**src/rtl/mem_arbiter.sv**
```systemverilog
// mem_arbiter: arbitrates i-cache line fills and load/store requests onto the
// byte-serial memory unit. Optional IO store stall: MEM_ARB_IO_STALL_EN.
module mem_arbiter #(
    parameter int LINE_WORDS = 4,
    localparam int IDXW = $clog2(LINE_WORDS)
) (
    input  logic            clk_in,
    input  logic            rst_in,
    input  logic            rdy_in,
    input  logic            rob_clear,
    input  logic            ic_valid,
    input  logic [31:0]     ic_addr,
    output logic            ic_word_valid,
    output logic [IDXW-1:0] ic_word_idx,
    output logic [31:0]     ic_word,
    output logic            ic_ready,
    input  logic            ls_valid,
    input  logic            ls_wr,
    input  logic [31:0]     ls_addr,
    input  logic [2:0]      ls_len,
    input  logic [31:0]     ls_wdata,
    output logic            ls_ready,
    output logic [31:0]     ls_rdata,
    output logic            mu_valid,
    output logic            mu_wr,
    output logic [31:0]     mu_addr,
    output logic [2:0]      mu_len,
    output logic [31:0]     mu_wdata,
    input  logic            mu_ready,
    input  logic [31:0]     mu_rdata,
    input  logic            io_buffer_full
);

    typedef enum logic [1:0] {IDLE, IFETCH, DATA} state_t;

    localparam logic [31:0]     LINE_MASK = ~(32'(LINE_WORDS * 4) - 32'd1);
    localparam logic [IDXW-1:0] LAST_IDX  = IDXW'(LINE_WORDS - 1);

    state_t          state_q, state_d;
    logic            rr_q, rr_d;
    logic [IDXW-1:0] cnt_q, cnt_d;

    logic            mu_valid_d, mu_wr_d;
    logic [31:0]     mu_addr_d, mu_wdata_d;
    logic [2:0]      mu_len_d;
    logic            ic_word_valid_d, ic_ready_d;
    logic [IDXW-1:0] ic_word_idx_d;
    logic [31:0]     ic_word_d;
    logic            ls_ready_d;
    logic [31:0]     ls_rdata_d;

    logic ic_cand, ls_cand, grant_ic, grant_ls, mu_done;
    logic io_hold;

    // A port whose completion pulse is high cannot be re-granted this cycle
    assign ic_cand  = ic_valid & ~ic_ready;
    assign ls_cand  = ls_valid & ~ls_ready;
    // rr_q = 1 means the i-cache was granted last, so data wins a tie
    assign grant_ic = ic_cand & (~ls_cand | ~rr_q);
    assign grant_ls = ls_cand & ~grant_ic;
    assign mu_done  = mu_valid & mu_ready;

`ifdef MEM_ARB_IO_STALL_EN
    // Stores to the IO window must wait while the UART buffer is full
    assign io_hold = ls_wr & (ls_addr[17:16] == 2'b11) & io_buffer_full;
`else
    logic unused_io;
    assign unused_io = io_buffer_full;
    assign io_hold   = 1'b0;
`endif

    // Next-state and registered-output computation
    always_comb begin
        state_d         = state_q;
        rr_d            = rr_q;
        cnt_d           = cnt_q;
        mu_valid_d      = mu_valid;
        mu_wr_d         = mu_wr;
        mu_addr_d       = mu_addr;
        mu_len_d        = mu_len;
        mu_wdata_d      = mu_wdata;
        ic_word_valid_d = 1'b0;
        ic_ready_d      = 1'b0;
        ic_word_idx_d   = ic_word_idx;
        ic_word_d       = ic_word;
        ls_ready_d      = 1'b0;
        ls_rdata_d      = ls_rdata;
        if (rob_clear) begin
            state_d    = IDLE;
            mu_valid_d = 1'b0;
            cnt_d      = '0;
        end else begin
            unique case (state_q)
                IDLE: begin
                    if (grant_ic) begin
                        state_d    = IFETCH;
                        rr_d       = 1'b1;
                        cnt_d      = '0;
                        mu_valid_d = 1'b1;
                        mu_wr_d    = 1'b0;
                        mu_addr_d  = ic_addr & LINE_MASK;
                        mu_len_d   = 3'b010;
                        mu_wdata_d = '0;
                    end else if (grant_ls) begin
                        state_d    = DATA;
                        rr_d       = 1'b0;
                        mu_valid_d = ~io_hold;
                        mu_wr_d    = ls_wr;
                        mu_addr_d  = ls_addr;
                        mu_len_d   = ls_len;
                        mu_wdata_d = ls_wdata;
                    end
                end
                IFETCH: begin
                    if (mu_done) begin
                        ic_word_valid_d = 1'b1;
                        ic_word_idx_d   = cnt_q;
                        ic_word_d       = mu_rdata;
                        if (cnt_q == LAST_IDX) begin
                            ic_ready_d = 1'b1;
                            mu_valid_d = 1'b0;
                            cnt_d      = '0;
                            state_d    = IDLE;
                        end else begin
                            mu_addr_d = mu_addr + 32'd4;
                            cnt_d     = cnt_q + IDXW'(1);
                        end
                    end
                end
                DATA: begin
                    if (mu_done) begin
                        ls_ready_d = 1'b1;
                        ls_rdata_d = mu_wr ? 32'd0 : mu_rdata;
                        mu_valid_d = 1'b0;
                        state_d    = IDLE;
                    end else if (!mu_valid && !io_buffer_full) begin
                        mu_valid_d = 1'b1;
                    end
                end
                default: begin
                    state_d    = IDLE;
                    mu_valid_d = 1'b0;
                end
            endcase
        end
    end

    // State and output registers, frozen while rdy_in is low
    always_ff @(posedge clk_in or negedge rst_in) begin
        if (!rst_in) begin
            state_q       <= IDLE;
            rr_q          <= 1'b0;
            cnt_q         <= '0;
            mu_valid      <= 1'b0;
            mu_wr         <= 1'b0;
            mu_addr       <= '0;
            mu_len        <= '0;
            mu_wdata      <= '0;
            ic_word_valid <= 1'b0;
            ic_ready      <= 1'b0;
            ic_word_idx   <= '0;
            ic_word       <= '0;
            ls_ready      <= 1'b0;
            ls_rdata      <= '0;
        end else if (rdy_in) begin
            state_q       <= state_d;
            rr_q          <= rr_d;
            cnt_q         <= cnt_d;
            mu_valid      <= mu_valid_d;
            mu_wr         <= mu_wr_d;
            mu_addr       <= mu_addr_d;
            mu_len        <= mu_len_d;
            mu_wdata      <= mu_wdata_d;
            ic_word_valid <= ic_word_valid_d;
            ic_ready      <= ic_ready_d;
            ic_word_idx   <= ic_word_idx_d;
            ic_word       <= ic_word_d;
            ls_ready      <= ls_ready_d;
            ls_rdata      <= ls_rdata_d;
        end
    end

endmodule

```
**config.mk**
```make
export PLATFORM = sky130hd
export DESIGN_NAME = mem_arbiter
export DESIGN_NICKNAME = d
export VERILOG_FILES = /design/src/rtl/mem_arbiter.sv
export SDC_FILE = /design/constraint.sdc
export NUM_CORES = 1
export LEC_CHECK = 0
export BUFFER_PORTS_ARGS = -buffer_cell sky130_fd_sc_hd__buf_4
export CORE_ASPECT_RATIO = 1.1
export CORE_MARGIN = 2
export CORE_UTILIZATION = 45
export CTS_BUF_LIST = sky130_fd_sc_hd__clkbuf_4
export CTS_CLUSTER_DIAMETER = 100
export DETAILED_ROUTE_END_ITERATION = 8
export MAX_ROUTING_LAYER = met4
export PLACE_DENSITY = 0.72
export SLEW_MARGIN = 5
export SYNTH_ARGS = -nofsm -noshare
export SYNTH_HDL_FRONTEND = slang
export SYNTH_SLANG_ARGS = --single-unit
```
**constraint.sdc**
```tcl
create_clock -name clk_in -period 2.2 [get_ports clk_in]
set_input_delay 0.22 -clock clk_in [delete_from_list [all_inputs] [get_ports clk_in]]
set_output_delay 0.22 -clock clk_in [all_outputs]
set_load 0.05 [all_outputs]
```
==> qor.yml, run 1 <==
clock_tree:
  h-tree-depth: 4
  clock_path_buffers: 2
  cts_made_buffers: 17
  cts_tree: "yes"
  cts_sinks: 143
  cts_root_buf: "clkbuf_4"
  post_cts_buffers: 0
  insertion_delay_ns: 0.55
  clk_pin_slew_ns: 0.14
run_status:
  status: "complete, no violations"
finish:
  mostFrequentLayoutCell: "buf_4"
  final_cell_mix: "buf_4 (297), nand2_1 (143), dfrtp_1 (142)"
  final_util_pct: 68.8
  nNetsFinal: 1195
  drive_above_1_share_pct: 35.6
  syn_to_final_growth_pct: 51.2
timing:
  fin_setup_tns_ns: 0
  hold_slack_ns: 0.0459
  fmax_mhz: 489
  relSlewSlack_pct: 53.2
  slew_violations: 0
  setup_violations: 0
  hold_violations: 0
  finalCritPeriodShare_pct: 93.0
  post-route-min-period_ns: 2.05
  worst_pin_slew_ns: 0.700
  rsz0062_at_grt: "no"
  skew_ns: 0.0245
placement:
  gp_congestion: 0.865
  port_buffers: 273
  hpwl_um: 13700
setup_path:
  cp.required_ns: 2.66
  r2r_slack_ns: 0.15
  criticalPathCategory: "flip-flop to flip-flop"
  critPathLaunchType: "flip-flop"
  worstRegToRegCells: 6
  arrival_ns: 2.51
  crit_fanout: 18
  end_kind: "flip-flop"
yosys:
  synth_top_family_by_area: "simple AND/OR/NAND/NOR gates"
  yosysSeqAreaShare_pct: 52.6
  ys_ff_latch: 143
  ys_types: 58
  syn_inst: 698
  synth_fp_nets: 840
  ys_warn_count: 0
  synth-xor-area-share_pct: 0
  syn-cell-area_mm2: 0.00680
  ys.flop_type: "dfrtp_1"
  synth_fa_ha_area_share_pct: 0.368
  synth_edf_count: 0
  synth.mux.area_fraction_pct: 8.83
  synth_simple_gate_area_share_pct: 21.0
  synthArstFlopShare_pct: 100
  synth-compound-area-share_pct: 13.5
  postSynthAreaPerCell_um2: 9.74
floorplan:
  die_area_mm2: 0.0161
  core_region_area_mm2: 0.0149
  die_w_um: 121
  die_h_um: 133
  start_util_pct: 45.5
  rows: 47
  io_pins: 278
global_route:
  antenna_found_initial: 1
  grt_start_max_net_pins: 57
  overflow: 0
  gr-usage-all-layers_pct: 26.5
  grt_pass1_vias: 6601
  grt_pass1_wl_um: 32900
power_and_ir_drop:
  totalPowerFinal_mw: 13.0
  p_per_area_mw_per_mm2: 1260
  leakage_nw: 5.11
  irDropWorstVdd_uv: 792
route:
  vias_per_cell: 5.28
  drc: 0
  drt_iter0_drc: 398
  drt-total-wl_um: 20700
  vias: 6663
  ant_nets: 0
  first_pass_iters: 5
  avgRoutedWirePerCell_um: 16.4
run:
  cap_violations: 0
hold_path:
  hold_depth: 4
  holdCritPathClass: "input port to flip-flop"
-- kinds of logic (layout without fill, tap and decap cells) --
family	Yosys count	count (layout)
AO/OA/AOI/OAI	145	145
adder cells (fa/ha/maj)	2	2
other	0	1
multiplexers	54	54
AND/OR/NAND/NOR	296	296
flip-flops	143	143
buffers and inverters	58	426
-- state kept, by name (all words and copies together), names as in the netlist --
register       flops
rr_q               1
mu_len             3
mu_wr              1
ls_ready           1
mu_wdata          32
mu_addr           32
ic_word_valid      1
state_q            2
ic_word           32
mu_valid           1
ls_rdata          32
cnt_q              2
ic_word_idx        2
ic_ready           1
-- metrics by stage --
step | setup WS, ns | instances | area, µm²
after floorplan | 0.000622 | 698 | 6800
final | 0.154 | 1263 | 10300
after detailed placement | 0.0869 | 1146 | 9180
after global routing | 0.00887 | 1263 | 10300
after CTS | 0.0622 | 1262 | 10300
after global placement | 0.126 | 1146 | 9180
-- cell usage after synthesis (3+ instances only) --
library cell | count | share of area (%)
o22ai_1 | 12 | 1.1
nand2_1 | 143 | 7.9
o21ai_0 | 49 | 3.6
mux2_1 | 15 | 2.5
buf_4 | 4 | 0.44
nor3_1 | 8 | 0.59
buf_2 | 13 | 0.96
a2bb2oi_1 | 10 | 1.3
dfrtp_1 | 143 | 53
nand2b_1 | 36 | 3.3
o22a_1 | 3 | 0.39
and3_1 | 4 | 0.37
nand4_1 | 10 | 0.92
a21oi_1 | 29 | 2.1
nand4b_1 | 3 | 0.39
nor2_1 | 20 | 1.1
inv_1 | 8 | 0.44
a31oi_1 | 9 | 0.83
clkbuf_1 | 31 | 1.7
and4_1 | 3 | 0.39
nand3_1 | 56 | 4.1
o21ai_1 | 7 | 0.52
mux2_2 | 33 | 5.5
mux2i_1 | 6 | 0.88
-- path summary, 6_finish.rpt --
path,from,end
setup / recovery,ls_ready$_DFFE_PN0P_,mu_addr[5]$_DFFE_PN0P_
hold reg to reg,mu_wdata[29]$_DFFE_PN0P_,mu_wdata[29]$_DFFE_PN0P_
setup reg to reg,ls_ready$_DFFE_PN0P_,mu_addr[5]$_DFFE_PN0P_
min in group asynchronous,rst_in,ls_rdata[21]$_DFFE_PN0P_
hold / removal,io_buffer_full,mu_valid$_DFFE_PN0P_
max in group asynchronous,rst_in,ic_word[28]$_DFFE_PN0P_
-- worst max-delay path, stage by stage, from the launching register on --
cell and delay (ns):
dfrtp_1 0.41, nand2b_1 0.23, a2111o_1 0.58, o21ai_2 0.18
buf_4 0.29, a21oi_1 0.09, a211oi_1 0.18
-- layout make-up --
cell class	instances	area [µm²]
fill	1194	4650
sequential	143	3580
timing repair buffer	386	3160
multi-input combinational	497	3010
tap	196	245
clock buffer	17	128
clock inverter	15	128
inverter	8	30.0
antenna	1	2.50
-- repair_timing --
action                     in CTS  in global routing
setup endpoints to repair       0                 21
gates resized for setup         0                  1
hold buffers                   84                  0
hold endpoints to repair      169                  0
-- per-layer routing --
metal | GRT usage, % | part of all wire [%] | vias up
met3 | 5.30 | 6.3 | 42
met5 | - | 0 | -
met4 | 9.58 | 2.4 | 0
met2 | 42.8 | 49 | 269
li1 | - | - | 3173
met1 | 33.1 | 42 | 3179
-- power by group --
part | total (mW) | switching (mW) | leakage [nW] | internal (mW)
Clock | 1.54 | 1.06 | 0.131 | 0.481
Sequential | 4.35 | 0.831 | 1.84 | 3.52
Combinational | 7.10 | 4.80 | 3.13 | 2.29
Note: power is estimated with default switching activity, not from simulation.
==> run 2, diff against run 1 <==
==> constraint.sdc (replaced) <==
create_clock -name clk_in -period 2.2 [get_ports clk_in]
set_input_delay 0.44 -clock clk_in [delete_from_list [all_inputs] [get_ports clk_in]]
set_output_delay 0.44 -clock clk_in [all_outputs]
set_load 0.05 [all_outputs]
==> qor.yml, run 2 (synthesis results as in run 1) <==
run_status:
  status: "complete, no violations"
finish:
  final_util_pct: 63.9  # -4.9 points
  nNetsFinal: 1111  # -7.0%
  fillCellCount: 1302  # +9.0%
  syn_to_final_growth_pct: 40.3
  ff_latch_area_mm2: 0.00358  # unchanged
  multi_input_area_mm2: 0.00301  # unchanged
  drive_above_1_share_pct: 38.7  # +3.1 points
  fin_area_mm2: 0.00954  # -7.2%
  mostFrequentLayoutCell: "buf_4"
  final_cell_mix: "buf_4 (295), nand2_1 (143), dfrtp_1 (142)"
clock_tree:
  h-tree-depth: 4  # unchanged
  insertion_delay_ns: 0.54  # about the same
  clk_pin_slew_ns: 0.13  # about the same
  cts_sinks: 143  # unchanged
  clock_path_buffers: 2  # unchanged
  cts_root_buf: "clkbuf_4"
  cts_made_buffers: 17  # unchanged
  cts_tree: "yes"
  post_cts_buffers: 0  # unchanged
global_route:
  gr-usage-all-layers_pct: 25.2  # -1.3 points
  antenna_found_initial: 1  # unchanged
  grt_pass1_wl_um: 31300  # -4.8%
  met2_usage_pct: 41.2  # -1.6 points
  grt_pass1_vias: 6282  # -4.8%
  grt_start_max_net_pins: 60  # +5.3%
  met1_usage_pct: 30.6  # -2.5 points
  overflow: 0  # unchanged
  busiest_layer: "met2"
  grtUsageMet3_pct: 4.61  # -0.69 points
route:
  drt_iter0_drc: 400  # +0.50%
  avgRoutedWirePerCell_um: 16.7  # +1.5%
  drc: 0  # unchanged
  ant_nets: 0  # unchanged
  drt-total-wl_um: 19600  # -5.4%
  vias: 6313  # -5.3%
  first_pass_iters: 4  # -1
  vias_per_cell: 5.36  # +1.6%
setup_path:
  critPathLaunchType: "flip-flop"
  crit_fanout: 12  # -6
  end_kind: "flip-flop"
  critical_path.startpoint: "ic_ready$_DFFE_PN0P_"
  worstRegToRegCells: 7  # +1
  cp.required_ns: 2.64  # -0.02 ns
  regToRegStartpoint: "ic_ready$_DFFE_PN0P_"
  criticalPathCategory: "flip-flop to flip-flop"
  arrival_ns: 2.51  # about the same
power_and_ir_drop:
  p_per_area_mw_per_mm2: 1400  # +10%
  irDropWorstVdd_uv: 758  # -4.2%
  p_sw_mw: 6.55  # -2.1%
  combinationalPowerShare_pct: 52.5  # -2.1 points
  clockPowerShare_pct: 15.2  # +3.3 points
  leakage_nw: 4.80  # -5.9%
  seqPwrFrac_pct: 32.4  # -1.1 points
  swShare_pct: 49.2  # -2.3 points
  internal-power_mw: 6.77  # +7.5%
hold_path:
  hold_depth: 3  # -1
  min_from: "ls_wdata[10]"
  holdCritPathClass: "input port to flip-flop"
floorplan:
  core_region_area_mm2: 0.0149  # unchanged
  start_util_pct: 45.5  # unchanged
  rows: 47  # unchanged
  die_h_um: 133  # unchanged
  die_w_um: 121  # unchanged
  io_pins: 278  # unchanged
  die_area_mm2: 0.0161  # unchanged
timing:
  finalWorstSetupSlack_ns: 0.131  # -0.0228 ns
  relSlewSlack_pct: 56.4  # +3.2 points
  post-route-min-period_ns: 2.07  # +0.0228 ns
  hold_violations: 0  # unchanged
  setup_violations: 0  # unchanged
  worst_pin_slew_ns: 0.652  # -0.0478 ns
  rsz0062_at_grt: "no"
  fmax_mhz: 483  # -1.1%
  skew_ns: 0.0212  # -0.00328 ns
  finalCritPeriodShare_pct: 94.0  # +1.0 points
  slew_violations: 0  # unchanged
  fin_setup_tns_ns: 0  # unchanged
  hold_slack_ns: 0.107  # +0.0614 ns
placement:
  hpwl_um: 14200  # +3.5%
  placed_area_mm2: 0.00917  # about the same
  port_buffers: 273  # unchanged
  gp_congestion: 0.856  # -1.0%
  pre_cts_slack_ns: -0.0655  # -0.152 ns
run:
  cap_violations: 0  # unchanged
## run 2: changes by cell type in the layout (fill, tap and decap cells not counted), sizes merged
cell	previous run	this run
clkinvlp	3	2
clkinv	4	2
dlygate4sd3	84	1
clkbuf	17	19
bufinv	0	5
buf	302	301
inv	16	11
## run 2: critical path, cell delays in order, from the launching register on
cell and delay [ns]:
dfrtp_1 0.41, nand2b_1 0.23, buf_4 0.20, a2111o_1 0.44, o21ai_2 0.15, buf_4 0.25, a21oi_1 0.08, a211oi_1 0.20
## run 2: worst paths after layout
kind                                                  to  slack [ns]
worst max-delay path              mu_addr[5]$_DFFE_PN0P_        0.13
worst min-delay path            mu_wdata[10]$_DFFE_PN0P_        0.11
worst max register to register    mu_addr[5]$_DFFE_PN0P_        0.13
worst min register to register  mu_wdata[29]$_DFFE_PN0P_        0.48
max in group asynchronous        mu_addr[11]$_DFFE_PN0P_        1.22
min in group asynchronous        ic_word[21]$_DFFE_PN0P_        0.34
## run 2: area by class of cell
class                      count  area share (%)
antenna                        1          0.0262
clock buffer                  19            1.49
clock inverter                12            2.19
inverter                       8           0.315
multi-input combinational    497            31.5
sequential                   143            37.5
tap                          196            2.57
timing repair buffer         302            24.4
## run 2: per-stage QoR
stage	total power [mW]	instances
floorplan	8.94	698
global placement	11.2	1145
detailed placement	11.4	1145
CTS	13.4	1177
global route	14.0	1178
finish	13.3	1178
## run 2: power groups by stage
| stage | sequential (mW) | combinational (mW) | clock, mW |
|---|---|---|---|
| CTS | 4.31 | 7.02 | 2.08 |
| detailed placement | 4.35 | 7.01 | 0 |
| global placement | 4.32 | 6.93 | 0 |
| global route | 4.43 | 7.36 | 2.19 |
| finish | 4.31 | 6.99 | 2.02 |
| floorplan | 7.33 | 1.61 | 0 |
## run 2: timing repair
item / 4_1_cts / 5_1_grt
setup endpoints to repair: 0 / 15
endpoints found under the hold margin: 31 / 0
hold buffers: 1 / 0
gates resized for setup: 0 / 2
## run 2: routing by layer
layer / vias to the layer above / wire, µm
li1: 3009 / -
met1: 2983 / 8110
met2: 276 / 9660
met3: 45 / 1260
met4: 0 / 581
met5: - / 0
